**src/rtl/warp_imem_arbiter.sv**
```systemverilog
// warp_imem_arbiter
//
// Shares the single icache read port between two requesters. Port 0 is the
// fetch unit and port 1 is an auxiliary reader such as debug or the loader.
// At most one memory transaction is outstanding at a time. Each port holds at
// most one pending request. Every response is steered back to the port that
// issued the request.
//
// Build option:
//   WARP_IMEM_ARB_RR_EN - round-robin arbitration when both ports compete.
//                         When undefined, port 0 has fixed priority.
//
// Ports:
//   i_clk, i_rst          clock, asynchronous active-high reset
//   i_ren0/1, i_raddr0/1  one-cycle request pulse and address, per port
//   o_valid0/1, o_rdata0/1 response strobe and data, per port (data 0 when idle)
//   o_mem_ren, o_mem_raddr registered request pulse and held address to memory
//   i_mem_valid, i_mem_rdata memory response
//   o_err                 sticky protocol-violation flag
module warp_imem_arbiter #(
    parameter logic [63:0] RESET_ADDR = 64'h0
) (
    input  logic        i_clk,
    input  logic        i_rst,
    input  logic        i_ren0,
    input  logic [63:0] i_raddr0,
    input  logic        i_ren1,
    input  logic [63:0] i_raddr1,
    output logic        o_valid0,
    output logic [63:0] o_rdata0,
    output logic        o_valid1,
    output logic [63:0] o_rdata1,
    output logic        o_mem_ren,
    output logic [63:0] o_mem_raddr,
    input  logic        i_mem_valid,
    input  logic [63:0] i_mem_rdata,
    output logic        o_err
);

    typedef enum logic {IDLE = 1'b0, BUSY = 1'b1} state_t;

    state_t           state_reg, state_next;
    logic             owner_reg, owner_next;
    logic [1:0]       pend_v_reg, pend_v_next;
    logic [1:0][63:0] pend_a_reg, pend_a_next;
    logic             mem_ren_reg, mem_ren_next;
    logic [63:0]      mem_raddr_reg, mem_raddr_next;
    logic             err_reg, err_next;

    logic [1:0]       ren;
    logic [1:0][63:0] req_addr;
    logic [1:0]       owns;
    logic [1:0]       viol;
    logic [1:0]       accept;
    logic [1:0]       cand;
    logic [1:0][63:0] cand_addr;
    logic             busy;
    logic             free;
    logic             grant;
    logic             winner;
    logic [1:0]       valid;

    assign ren      = {i_ren1, i_ren0};
    assign req_addr = {i_raddr1, i_raddr0};
    assign busy     = (state_reg == BUSY);
    assign free     = !busy || i_mem_valid;

    genvar gi;
    generate
        for (gi = 0; gi < 2; gi++) begin : g_port
            localparam logic PORT = (gi == 1);
            // The owner may re-request in its own response cycle; that is the
            // back-to-back path and is legal.
            assign owns[gi]      = busy && (owner_reg == PORT) && !i_mem_valid;
            assign viol[gi]      = ren[gi] && (pend_v_reg[gi] || owns[gi]);
            assign accept[gi]    = ren[gi] && !viol[gi];
            assign cand[gi]      = pend_v_reg[gi] || accept[gi];
            assign cand_addr[gi] = pend_v_reg[gi] ? pend_a_reg[gi] : req_addr[gi];
        end
    endgenerate

    assign grant = free && (|cand);

`ifdef WARP_IMEM_ARB_RR_EN
    logic last_reg, last_next;

    // On a tie the port that did not win last time goes first.
    assign winner    = (&cand) ? !last_reg : cand[1];
    assign last_next = grant ? winner : last_reg;

    always_ff @(posedge i_clk or posedge i_rst) begin
        if (i_rst) begin
            last_reg <= 1'b1;
        end else begin
            last_reg <= last_next;
        end
    end
`else
    // Fixed priority: port 1 wins only when port 0 has nothing.
    assign winner = !cand[0];
`endif

    // State register
    always_ff @(posedge i_clk or posedge i_rst) begin
        if (i_rst) begin
            state_reg     <= IDLE;
            owner_reg     <= 1'b0;
            pend_v_reg    <= '0;
            pend_a_reg    <= '0;
            mem_ren_reg   <= 1'b0;
            mem_raddr_reg <= RESET_ADDR;
            err_reg       <= 1'b0;
        end else begin
            state_reg     <= state_next;
            owner_reg     <= owner_next;
            pend_v_reg    <= pend_v_next;
            pend_a_reg    <= pend_a_next;
            mem_ren_reg   <= mem_ren_next;
            mem_raddr_reg <= mem_raddr_next;
            err_reg       <= err_next;
        end
    end

    // Next-state logic
    always_comb begin
        state_next     = state_reg;
        owner_next     = owner_reg;
        pend_v_next    = pend_v_reg;
        pend_a_next    = pend_a_reg;
        mem_ren_next   = 1'b0;
        mem_raddr_next = mem_raddr_reg;
        err_next       = err_reg || (|viol) || (i_mem_valid && !busy);

        // Park every accepted request. The winner's slot is cleared below, so
        // only the loser's request actually remains pending.
        for (int p = 0; p < 2; p++) begin
            if (accept[p]) begin
                pend_v_next[p] = 1'b1;
                pend_a_next[p] = req_addr[p];
            end
        end

        if (free) begin
            if (grant) begin
                state_next          = BUSY;
                owner_next          = winner;
                mem_ren_next        = 1'b1;
                mem_raddr_next      = cand_addr[winner];
                pend_v_next[winner] = 1'b0;
            end else begin
                state_next = IDLE;
            end
        end
    end

    // Output logic: responses are routed combinationally to the owner.
    always_comb begin
        valid = '0;
        if (busy && i_mem_valid) begin
            valid[owner_reg] = 1'b1;
        end
    end

    assign o_valid0    = valid[0];
    assign o_valid1    = valid[1];
    assign o_rdata0    = valid[0] ? i_mem_rdata : 64'h0;
    assign o_rdata1    = valid[1] ? i_mem_rdata : 64'h0;
    assign o_mem_ren   = mem_ren_reg;
    assign o_mem_raddr = mem_raddr_reg;
    assign o_err       = err_reg;

endmodule
```
**config.mk**
```make
export PLATFORM = sky130hd
export DESIGN_NAME = warp_imem_arbiter
export DESIGN_NICKNAME = d
export VERILOG_FILES = /design/src/rtl/warp_imem_arbiter.sv
export SDC_FILE = /design/constraint.sdc
export NUM_CORES = 1
export LEC_CHECK = 0
export ABC_AREA = 1
export CAP_MARGIN = 15
export CORE_ASPECT_RATIO = 1.5
export CORE_MARGIN = 4
export CORE_UTILIZATION = 41
export DETAILED_ROUTE_END_ITERATION = 7
export HOLD_SLACK_MARGIN = 0.02
export PLACE_DENSITY_LB_ADDON = 0.25
export SLEW_MARGIN = 10
export SYNTH_ARGS = -nofsm -noshare
export SYNTH_HDL_FRONTEND = slang
export SYNTH_SLANG_ARGS = --single-unit
```
**constraint.sdc**
```tcl
create_clock -name i_clk -period 6.8 [get_ports i_clk]
set_input_delay 1.36 -clock i_clk [delete_from_list [all_inputs] [get_ports i_clk]]
set_output_delay 1.36 -clock i_clk [all_outputs]
set_load 0.01 [all_outputs]
```
==> summary by stage, run 1 <==
Logic synthesis
Dividing the synthesized area by the synthesized cell count gives 6.82 µm². The post-synthesis sequential element count is 198. Synthesis instantiated 19 different standard cells from the library.

After technology mapping, the gate count stands at 1544. The total of warnings raised by yosys is 0. The share of the Yosys chip area taken by registers is 47.1%. The cell area that synthesis handed to floorplanning was 0.0105 mm². The number of nets in the synthesized netlist is 1741.

Pwr
Summed over all nets, the switching power comes to 2010 µW. For this design the ratio of total power to cell area is 352 mW/mm². VDD sags by at most 0.382 mV. The leakage power figure is 0.00760 µW.

Per report_power, the sequential group accounts for 37.5% of the total. Cell internal power was estimated by the tool at 3320 µW. The power share of the clock group is 19.3%. Combinational cells account for 43.2% of the total power. Net switching is 37.7% of the power.

Final layout
The fraction of layout cells with a size suffix above 1 is 3.03%. From synthesis to final layout, the design area changed by 43.8%. The area occupied by registers is 0.00496 mm². The library cells used most frequently in the layout, excluding fill and tap cells, are 648 x sky130_fd_sc_hd__nand2_1, 392 x sky130_fd_sc_hd__clkdlybuf4s50_1, 246 x sky130_fd_sc_hd__o21ai_0.

The register with the most flip-flops in the layout has 128 of them. The most common library cell in the layout ignoring fill and taps is sky130_fd_sc_hd__nand2_1. The area of the multi-input gates is 0.00435 mm².

The final layout contains 2069 nets. After filler insertion, the fill cell instance count of the layout stands at 2356. The final core area utilization is 60.0%.

Die
The total area inside the core boundary comes to 0.0252 mm². The die covers 0.0284 mm². The initial core utilization is 41.7%. The die span in x is 139 µm. The total number of placement rows is 71. The height of the die is 204 µm.

The number of I/O pins is 393.

Global routing
The maximum number of pins on one net before global-route repair is 129. The via count of the first global-routing pass is 10800. The number of antenna violations at the first check in global routing is 4. The first global-routing pass estimated 59600 µm of wire. The total global-route track usage is 26.9%.

After global routing the overflow that remains totals 0.

Clocking
The root buffer cell is sky130_fd_sc_hd__clkbuf_16. The number of gates resized after CTS was 0. At the later pin of the worst-skew pair, clock insertion delay measures 440 ps.

After clock tree synthesis, the clock-pin slew on the worst setup and hold paths is 70 ps. TritonCTS built the clock tree. The post-cts hold buffer count is 0. The largest buffer count on any clock path is 2. The post-CTS setup buffer count is 0. The clock drives 198 sinks. TritonCTS created 17 clock buffers.

In this run the number of H-tree levels came out at 4.

Detailed routing
In the routed design, unresolved DRC markers number 0. The average routed wire per standard cell is 17.5 µm. The number of violations reported at the end of detailed-routing iteration 0 is 698. Across all layers, the routed design uses 10900 vias. The via count normalized by instance count is 4.91.

The routed design has 38800 µm of wire. The count of TritonRoute iterations in the first routing pass is 5. The detail route stage leaves a number of antenna-violating nets equal to 0.

Timing
The pin slew with the least headroom to its limit is 1110 ps. The smallest clock period supported by the final layout is computed as 4920 ps. Clock skew on the completed layout was measured at 9.68 ps. Setup repair after global routing left no endpoint under its margin. Setup violations remaining at the end of the flow were counted as 0. The final count of hold timing violations is 0. Timing would allow up to 203 MHz. Adding up every negative setup slack in the final design gives 0 ps. The number of pins with negative max-slew slack in the final report was 0.

The relative max-transition margin is 26.2%. The final critical path takes up 72.3% of the cycle.

Setup path
The signal on the critical path passes through clkdlybuf4s50_1 > inv_2 > nor3_1 > inv_2 > nor2_1 > clkdlybuf4s50_1. The kind of critical path is input pin to primary output. On the critical path the largest part of the delay comes from buffers and inverters. The kind of end point of the critical path is a primary output. The highest cell delay on the worst timing path is 570 ps. The slack of the worst reg-to-reg path is 3510 ps. The maximum fanout along the worst path is 64. STA puts the critical path data required time at 5440 ps.

The kind of start point of the critical path is an input pin. Together, buffers and inverters on the worst path number 4. The master of the slowest instance on the critical path is sky130_fd_sc_hd__clkdlybuf4s50_1. The worst path arrival time is 3560 ps.

Placement
The placer congestion estimate is 1.07. The sum of net half-perimeters after detailed placement is 27600 µm. The quantity of I/O buffers inserted on ports is 392.

Worst hold path
The min-delay analysis places its worst path in the category flop to flop.

Run status
The run finished with clean final reports.

Flow run
Across the run, the number of max-cap violations was 0.
-- per-layer routing --
metal	GRT usage, %	routed length, µm
met5	0	12
met4	10.2	1120
met3	6.86	3230
met2	45.3	18900
met1	33.4	15500
-- power groups by stage --
| stage | registers, µW | logic, µW | clock network (µW) |
|---|---|---|---|
| finish | 2000 | 2300 | 1030 |
| global route | 2050 | 2570 | 1090 |
| CTS | 1990 | 2300 | 1040 |
| detailed placement | 2000 | 2280 | 0 |
| global placement | 1980 | 2240 | 0 |
| floorplan | 2030 | 1190 | 0 |
-- logic make-up (layout without fill, tap and decap cells) --
logic type	after synthesis	count (layout)	share of synthesized area, %
AO/OA/AOI/OAI	261	261	12.7
buffers and inverters	297	637	11.9
flip-flops	198	198	47.1
other	0	3	0
AND/OR/NAND/NOR	788	788	28.3
-- cell type report --
type | instances | area share [%]
Antenna cell | 3 | 0.0496
Timing Repair Buffer | 404 | 26.8
Sequential cell | 198 | 32.8
Tap cell | 328 | 2.71
Inverter | 202 | 5.06
Multi-Input combinational cell | 1049 | 28.7
Clock buffer | 22 | 3.00
Clock inverter | 9 | 0.843
-- cell usage after synthesis --
cell type                  number  area (µm²)
sky130_fd_sc_hd__nor3_1         2        10.0
sky130_fd_sc_hd__o21ai_0      246        1230
sky130_fd_sc_hd__nor2_1       132         495
sky130_fd_sc_hd__nand3_2        3        30.0
sky130_fd_sc_hd__a21oi_2        1        8.76
sky130_fd_sc_hd__a21oi_4        2        32.5
sky130_fd_sc_hd__inv_1        196         736
sky130_fd_sc_hd__buf_1          1        3.75
sky130_fd_sc_hd__buf_2         38         190
sky130_fd_sc_hd__clkbuf_1      39         146
sky130_fd_sc_hd__dfrtp_1      198        4950
sky130_fd_sc_hd__a21oi_1        1        5.00
sky130_fd_sc_hd__o21ai_1       10        50.1
sky130_fd_sc_hd__buf_4          9        67.6
sky130_fd_sc_hd__nand2_1      650        2440
sky130_fd_sc_hd__nand3_1        1        5.00
sky130_fd_sc_hd__inv_2          6        22.5
sky130_fd_sc_hd__a22oi_1        1        7.51
sky130_fd_sc_hd__buf_6          8        90.1
-- worst min-delay path, stage by stage (launching register included) --
cell and delay, ps:
sky130_fd_sc_hd__dfrtp_1 350, sky130_fd_sc_hd__nand2_1 50, sky130_fd_sc_hd__nand2_1 50
-- per-stage QoR --
step | hold slack (ps) | instance area (µm²) | power (µW) | worst slack (ps) | cells
global route | 495 | 15100 | 5720 | 1700 | 2214
CTS | 484 | 15100 | 5330 | 1800 | 2209
global placement | 464 | 14500 | 4220 | 1880 | 2178
finish | 480 | 15100 | 5330 | 1880 | 2215
floorplan | 453 | 10500 | 3220 | 42.7 | 1544
detailed placement | 465 | 14500 | 4290 | 1820 | 2178
-- worst paths after layout --
path | start | end | depth (start not counted)
min reg2reg | o_mem_raddr[26] | o_mem_raddr[26] | 2
max in group asynchronous | i_rst | pend_a_reg[15] | 3
min | o_mem_raddr[26] | o_mem_raddr[26] | 2
min in group asynchronous | i_rst | o_mem_raddr[38] | 2
max | i_mem_valid | o_rdata0[1] | 6
max reg2reg | pend_v_reg[0] | o_mem_raddr[63] | 8
No activity file was read; power rests on OpenSTA's default activity.
==> run 2: changes to the inputs <==
Settings changed: CORE_UTILIZATION 41 to 45.
Clock period 6.8 ns to 4.7 ns, I/O delays scaled along.
==> summary by stage, run 2 (synthesis gave the netlist of run 1 again) <==
Final layout
The library cell used most frequently in the layout, excluding fill and tap cells, is sky130_fd_sc_hd__nand2_1. At the end of the flow, the number of nets in the layout was 2070. The post-route netlist has 3.18% of its cells at a drive strength greater than 1.

The register with the most flip-flops in the layout has 128 of them. The area growth from synthesis to layout is 43.9%. Leaving out fill and tap cells, the most frequent cells in the layout are 648 x sky130_fd_sc_hd__nand2_1, 392 x sky130_fd_sc_hd__clkdlybuf4s50_1, 246 x sky130_fd_sc_hd__o21ai_0.

After the flow finishes, the layout carries non-filler instances totaling 2205.

Flow run
The tool flagged a number of max-cap violations equal to 0.

Global routing
Entering global routing, the biggest net connects 107 pins. Global routing used 7.24% of the available met3 tracks. The global routing stage identified its most utilized layer as met2. For this run, the total global-route usage over all layers was measured as 29.0%. The met1 track utilization from global routing is 34.9%. Global routing used 49.7% of the available met2 tracks. The number of antenna violations at the first check in global routing was 5. For this run the aggregate overflow at the end of global routing stands at 0. The wire length of the first global-routing pass is 58800 µm.

The via count of the first global-routing pass is 10700.

Pwr
Internal power comes to 4760 µW. Power spread over the standard cell area amounts to 508 mW/mm². The analysis attributes to net switching a power of 2930 µW. The peak supply drop is 0.433 mV. The leakage power figure is 0.00761 µW.

The fraction of power consumed by sequential logic is 38.0%. The part of the power in combinational logic is 42.8%. The net switching share of the total power is 38.1%. The power share of the clock group is 19.2%.

Detailed routing
After detailed routing, the number of remaining DRC violations is 0. Wires add up to 37900 µm. The total via count after detailed routing is 10800. After detailed routing, the average wire length per cell comes to 17.2 µm.

In this run the remaining antenna-violating nets after routing total 0. The via count normalized by instance count is 4.90. In this run, the number of DRC markers left after iteration 0 of detailed routing was 647.

The count of TritonRoute iterations in the first routing pass is 5.

Setup path
The kind of start point of the critical path is an input pin. The worst path arrival time is 3180 ps. Among all stages on the critical path, the largest delay is contributed by sky130_fd_sc_hd__clkdlybuf4s50_1.

The worst setup path is of the input pin to primary output kind. Walking the worst path, the cells encountered are clkdlybuf4s50_1 > inv_2 > nor3_1 > inv_2 > nor2_1 > clkdlybuf4s50_1. The family with the most delay on the worst path is buffers and inverters. Together, buffers and inverters on the worst path number 4.

The highest cell delay on the worst timing path is 570 ps. STA classifies the critical path endpoint as a primary output. Data on the critical path is required at its endpoint by 3760 ps.

Of all nets on the critical path, the largest fanout is 64.

Clocking
Counting along the longest clock path gives a buffer depth of 2. The tree is rooted in a sky130_fd_sc_hd__clkbuf_16. After clock tree synthesis, the clock-pin slew on the worst setup and hold paths is 70 ps. The insertion delay to the later sink of the worst-skew pair is 430 ps. The post-cts hold buffer count is 0. TritonCTS built the clock tree. The clock drives 198 sinks. The number of instances resized during post-cts repair is 0. After clock tree synthesis, the setup repair step added 0 buffers. The H-tree was split into 4 levels. Clock tree synthesis inserted a total of 17 buffers.

Timing
Adding up every negative setup slack in the final design gives 0 ps. The relative max-transition margin is 26.7%. The pin slew with the least headroom to its limit is 1100 ps. The final setup skew is 9.32 ps. The time the final worst path needs with I/O delays and setup is 4120 ps.

The maximum clock frequency is 243 MHz. In the finished design, the share of the clock period the worst path needs comes to 87.7%. The number of pins with negative max-slew slack in the final report is 0. Setup violations remaining at the end of the flow were counted as 0. The final count of hold timing violations is 0. The minimum hold slack is 480 ps. Setup repair after global routing left no endpoint under its margin.

Run status
The run finished with clean final reports.

Placement
The sum of net half-perimeters after detailed placement is 27300 µm. The placer congestion estimate is 0.849. During placement, the flow inserted port buffers numbering 392.

In this run, placement finished with an instance count of 2168.

Die
The height of the die is 195 µm. The number of I/O pins is 393. The initial core utilization is 45.7%. The core footprint is 0.0231 mm². The die is 133 µm wide. The floorplan step defined a die boundary enclosing 0.0260 mm². The floorplan has 68 rows.

Worst hold path
The kind of path behind the tightest hold check is flop to flop.
-- run 2: cell count changes in the layout (fill, tap and decap cells not counted), moves of 2 or more --
cell,change
sky130_fd_sc_hd__clkinv_2,-2
sky130_fd_sc_hd__buf_12,+3
sky130_fd_sc_hd__diode_2,+2
sky130_fd_sc_hd__clkbuf_1,-2
sky130_fd_sc_hd__clkinv_4,+3
-- run 2: worst paths after layout --
path	slack (ps)	start	cells after the start	endpoint
setup / recovery	580	i_mem_valid	6	o_rdata0[13]
hold / removal	480	o_err	2	o_err
setup reg to reg	1990	pend_v_reg[0]	8	o_mem_raddr[25]
hold reg to reg	480	o_err	2	o_err
max in group asynchronous	2880	i_rst	3	pend_v_reg[1]
min in group asynchronous	860	i_rst	2	pend_a_reg[33]
-- run 2: per-stage QoR --
step | utilization, % | instance area (µm²) | power, µW | setup WS [ps]
CTS | 65.5 | 15100 | 7720 | 530
detailed placement | 63.0 | 14500 | 6210 | 537
global placement | 63.0 | 14500 | 6100 | 626
finish | 65.7 | 15100 | 7690 | 580
global route | 65.7 | 15100 | 8250 | 458
floorplan | - | 10500 | 4660 | 1200
-- run 2: worst reg2reg max path: stages, from the launching register on --
cell	delay (ps)
sky130_fd_sc_hd__dfrtp_2	410
sky130_fd_sc_hd__inv_2	530
sky130_fd_sc_hd__nand3_4	550
sky130_fd_sc_hd__nand2_2	190
sky130_fd_sc_hd__buf_4	470
sky130_fd_sc_hd__nand2_1	270
sky130_fd_sc_hd__nand2_1	100
sky130_fd_sc_hd__nand2_1	60
sky130_fd_sc_hd__nand2_1	60
-- run 2: layout make-up --
type,count,area (µm²)
Clock buffer,21,460
Sequential cell,198,4960
Antenna cell,5,12.5
Inverter,202,762
Tap cell,315,394
Clock inverter,10,123
Fill cell,1978,7910
Timing Repair Buffer,405,4080
Multi-Input combinational cell,1049,4350
-- run 2: power groups by stage --
| stage | Clock (µW) | Sequential (µW) | Combinational [µW] |
|---|---|---|---|
| floorplan | 0 | 2940 | 1730 |
| global placement | 0 | 2900 | 3200 |
| detailed placement | 0 | 2930 | 3280 |
| CTS | 1490 | 2920 | 3310 |
| global route | 1570 | 3010 | 3670 |
| finish | 1480 | 2930 | 3290 |
-- run 2: layer usage --
| layer | wire, µm | vias to the layer above |
|---|---|---|
| met3 | 2840 | 63 |
| met1 | 14800 | 5004 |
| met5 | 9 | - |
| li1 | - | 5291 |
| met4 | 1270 | 2 |
| met2 | 19000 | 446 |
==> run 3: changes to the inputs <==
Settings changed: CORE_ASPECT_RATIO 1.5 to unset, CTS_CLUSTER_DIAMETER set to 80, REMOVE_ABC_BUFFERS set to 1.
==> summary by stage, run 3 (synthesis gave the netlist of run 1 again) <==
Run status
The flow ran to the end, and the final reports show no timing, DRC or antenna violations.

Global routing
The overall overflow remaining after global route is 0. The number of antenna violations at the first check in global routing is 5. The wire length of the first global-routing pass is 55200 µm.

In the global route stage, overall resource usage came out at 26.6%. The via count of the first global-routing pass was 10200. The maximum number of pins on one net before global-route repair is 133.

Setup path
The maximum fanout along the worst path is 64. On the critical path the largest part of the delay comes from buffers and inverters. At the worst endpoint, the required time is 3760 ps. Data arrives at the worst endpoint at 3220 ps.

The path length in cells of the critical path is 6. Walking the worst path, the cells encountered are clkdlybuf4s50_1 > inv_2 > nor3_1 > inv_2 > nor2_1 > clkdlybuf4s50_1. STA classifies the critical path endpoint as a primary output.

The kind of critical path is input pin to primary output. The master of the slowest instance on the critical path is sky130_fd_sc_hd__clkdlybuf4s50_1. The highest cell delay on the worst timing path is 640 ps. Together, buffers and inverters on the worst path number 4. The number of cell instances on the worst register-to-register path is 9. The worst setup path is launched from an input pin.

Timing
The time the final worst path needs with I/O delays and setup is 4160 ps. Setup repair after global routing left no endpoint under its margin. Measured against its own limit, the worst slew margin works out to 30.0%. Across the routed clock network, the largest skew measured is 14.2 ps.

The summed negative setup slack over all endpoints is 0 ps. At the pin with the least slew margin, the transition time is 1050 ps. The final count of hold timing violations came to 0. The total of endpoints with negative setup slack in the final report is 0. After layout, the worst path uses 88.5% of the clock period. Timing would allow up to 240 MHz. After layout, the worst setup slack is 541 ps. The minimum hold slack is 482 ps. The number of pins with negative max-slew slack in the final report is 0.

Detailed routing
The final layout contains routed wiring with a total length of 35600 µm. The total via count after detailed routing is 10700. The number of nets with antenna violations after routing is 0. Using the TritonRoute via totals, the vias-per-cell ratio works out to 4.85. The count of TritonRoute iterations in the first routing pass is 5. The residual DRC count is 0. In the final routed layout, each cell accounts on average for 16.1 µm. The number of violations reported at the end of detailed-routing iteration 0 is 856.

Final layout
The number of flip-flops under the largest register name is 128. The library cell used most frequently in the layout, excluding fill and tap cells, is sky130_fd_sc_hd__nand2_1. The library cells used most frequently in the layout, excluding fill and tap cells, are 648 x sky130_fd_sc_hd__nand2_1, 392 x sky130_fd_sc_hd__clkdlybuf4s50_1, 246 x sky130_fd_sc_hd__o21ai_0. The final core area utilization is 66.3%. The final layout net count is 2073. The area growth from synthesis to layout is 43.9%.

The fraction of layout cells with a size suffix above 1 is 3.44%.

Worst hold path
The cell depth of the worst hold path is 2. The kind of path behind the tightest hold check is flop to flop.

Clocking
The number of gates resized after CTS was 0. The later pin in the worst-skew pair is clocked with a latency of 440 ps. The number of H-tree levels is 4. In this run the deepest clock path goes through 2 buffers.

The root buffer cell is sky130_fd_sc_hd__clkbuf_16. Counting the buffers created by CTS gives 17. In this run the post-CTS setup repair buffer count came out at 0. The post-cts hold buffer count is 0. The tree built by TritonCTS fans out to 198 sinks. The clock transition time at the flip-flop clock pins of the worst setup and hold paths is 70 ps.

The CTS tree is done.

Die
The floorplan step defined a die boundary enclosing 0.0259 mm². The die span in x is 161 µm. From bottom edge to top edge, the die measures 161 µm. The number of I/O pins is 393. The initial core utilization is 46.1%. In this run the core area contains 55 standard-cell rows. The core footprint is 0.0228 mm².

Pwr
The peak supply drop is 0.264 mV. The design draws 7640 µW. The power density normalized to cell area is 505 mW/mm². In this run the static leakage power is 0.00763 µW.

Placement
Timing analysis after detailed placement gives a worst setup slack of 608 ps. Input and output buffers added on the ports amount to 392. The placer congestion estimate is 0.917. After legalization and detailed placement, the total HPWL measured 25400 µm.

Flow run
The tool flagged a number of max-cap violations equal to 0.
run 3: changes by cell type in the layout (fill, tap and decap cells not counted), sizes merged:
cell	delta
buf	+3
bufinv	-1
clkinvlp	-2
clkbuf	-3
inv	+7
run 3: cell type report:
cell class              instances  area [µm²]
diodes                          5        12.5
clock buffers                  18         429
clock inverters                14         159
fillers                      2019        7700
inverters                     202         766
multi-input cells            1049        4350
flip-flops and latches        198        4960
well taps                     313         392
repair buffers                408        4080
run 3: worst paths after layout:
| kind | startpoint | to | slack [ps] |
|---|---|---|---|
| setup reg to reg | owner_reg | o_mem_raddr[62] | 2150 |
| hold / removal | o_mem_raddr[16] | o_mem_raddr[16] | 480 |
| setup / recovery | i_mem_valid | o_rdata1[1] | 540 |
| min in group asynchronous | i_rst | o_mem_ren | 1090 |
| max in group asynchronous | i_rst | o_mem_raddr[18] | 2580 |
| hold reg to reg | o_mem_raddr[16] | o_mem_raddr[16] | 480 |
run 3: power breakdown:
group | internal (µW) | switching [µW] | leakage (µW)
registers | 2460 | 461 | 0.00246
logic | 1490 | 1750 | 0.00489
clock network | 759 | 723 | 0.000282
total | 4710 | 2930 | 0.00763
run 3: per-layer routing:
layer  track usage [%]  vias to the layer above  wire length (µm)
met2              45.6                      378             17600
met4              11.7                        0              1340
met1              31.9                     4937             14200
met3              6.72                       80              2430
li1                  -                     5309                 -
met5                 0                        -                 0
run 3: stage by stage:
step / instances / area (µm²)
after floorplan: 1449 / 10000
after global placement: 2169 / 14500
after detailed placement: 2169 / 14500
after CTS: 2201 / 15100
after global routing: 2207 / 15100
final: 2207 / 15100
run 3: tightest hold or removal path, cell delays in order (launching register included):
cell and delay [ps]:
sky130_fd_sc_hd__dfrtp_1 340, sky130_fd_sc_hd__nand2_1 50, sky130_fd_sc_hd__nand2_1 60
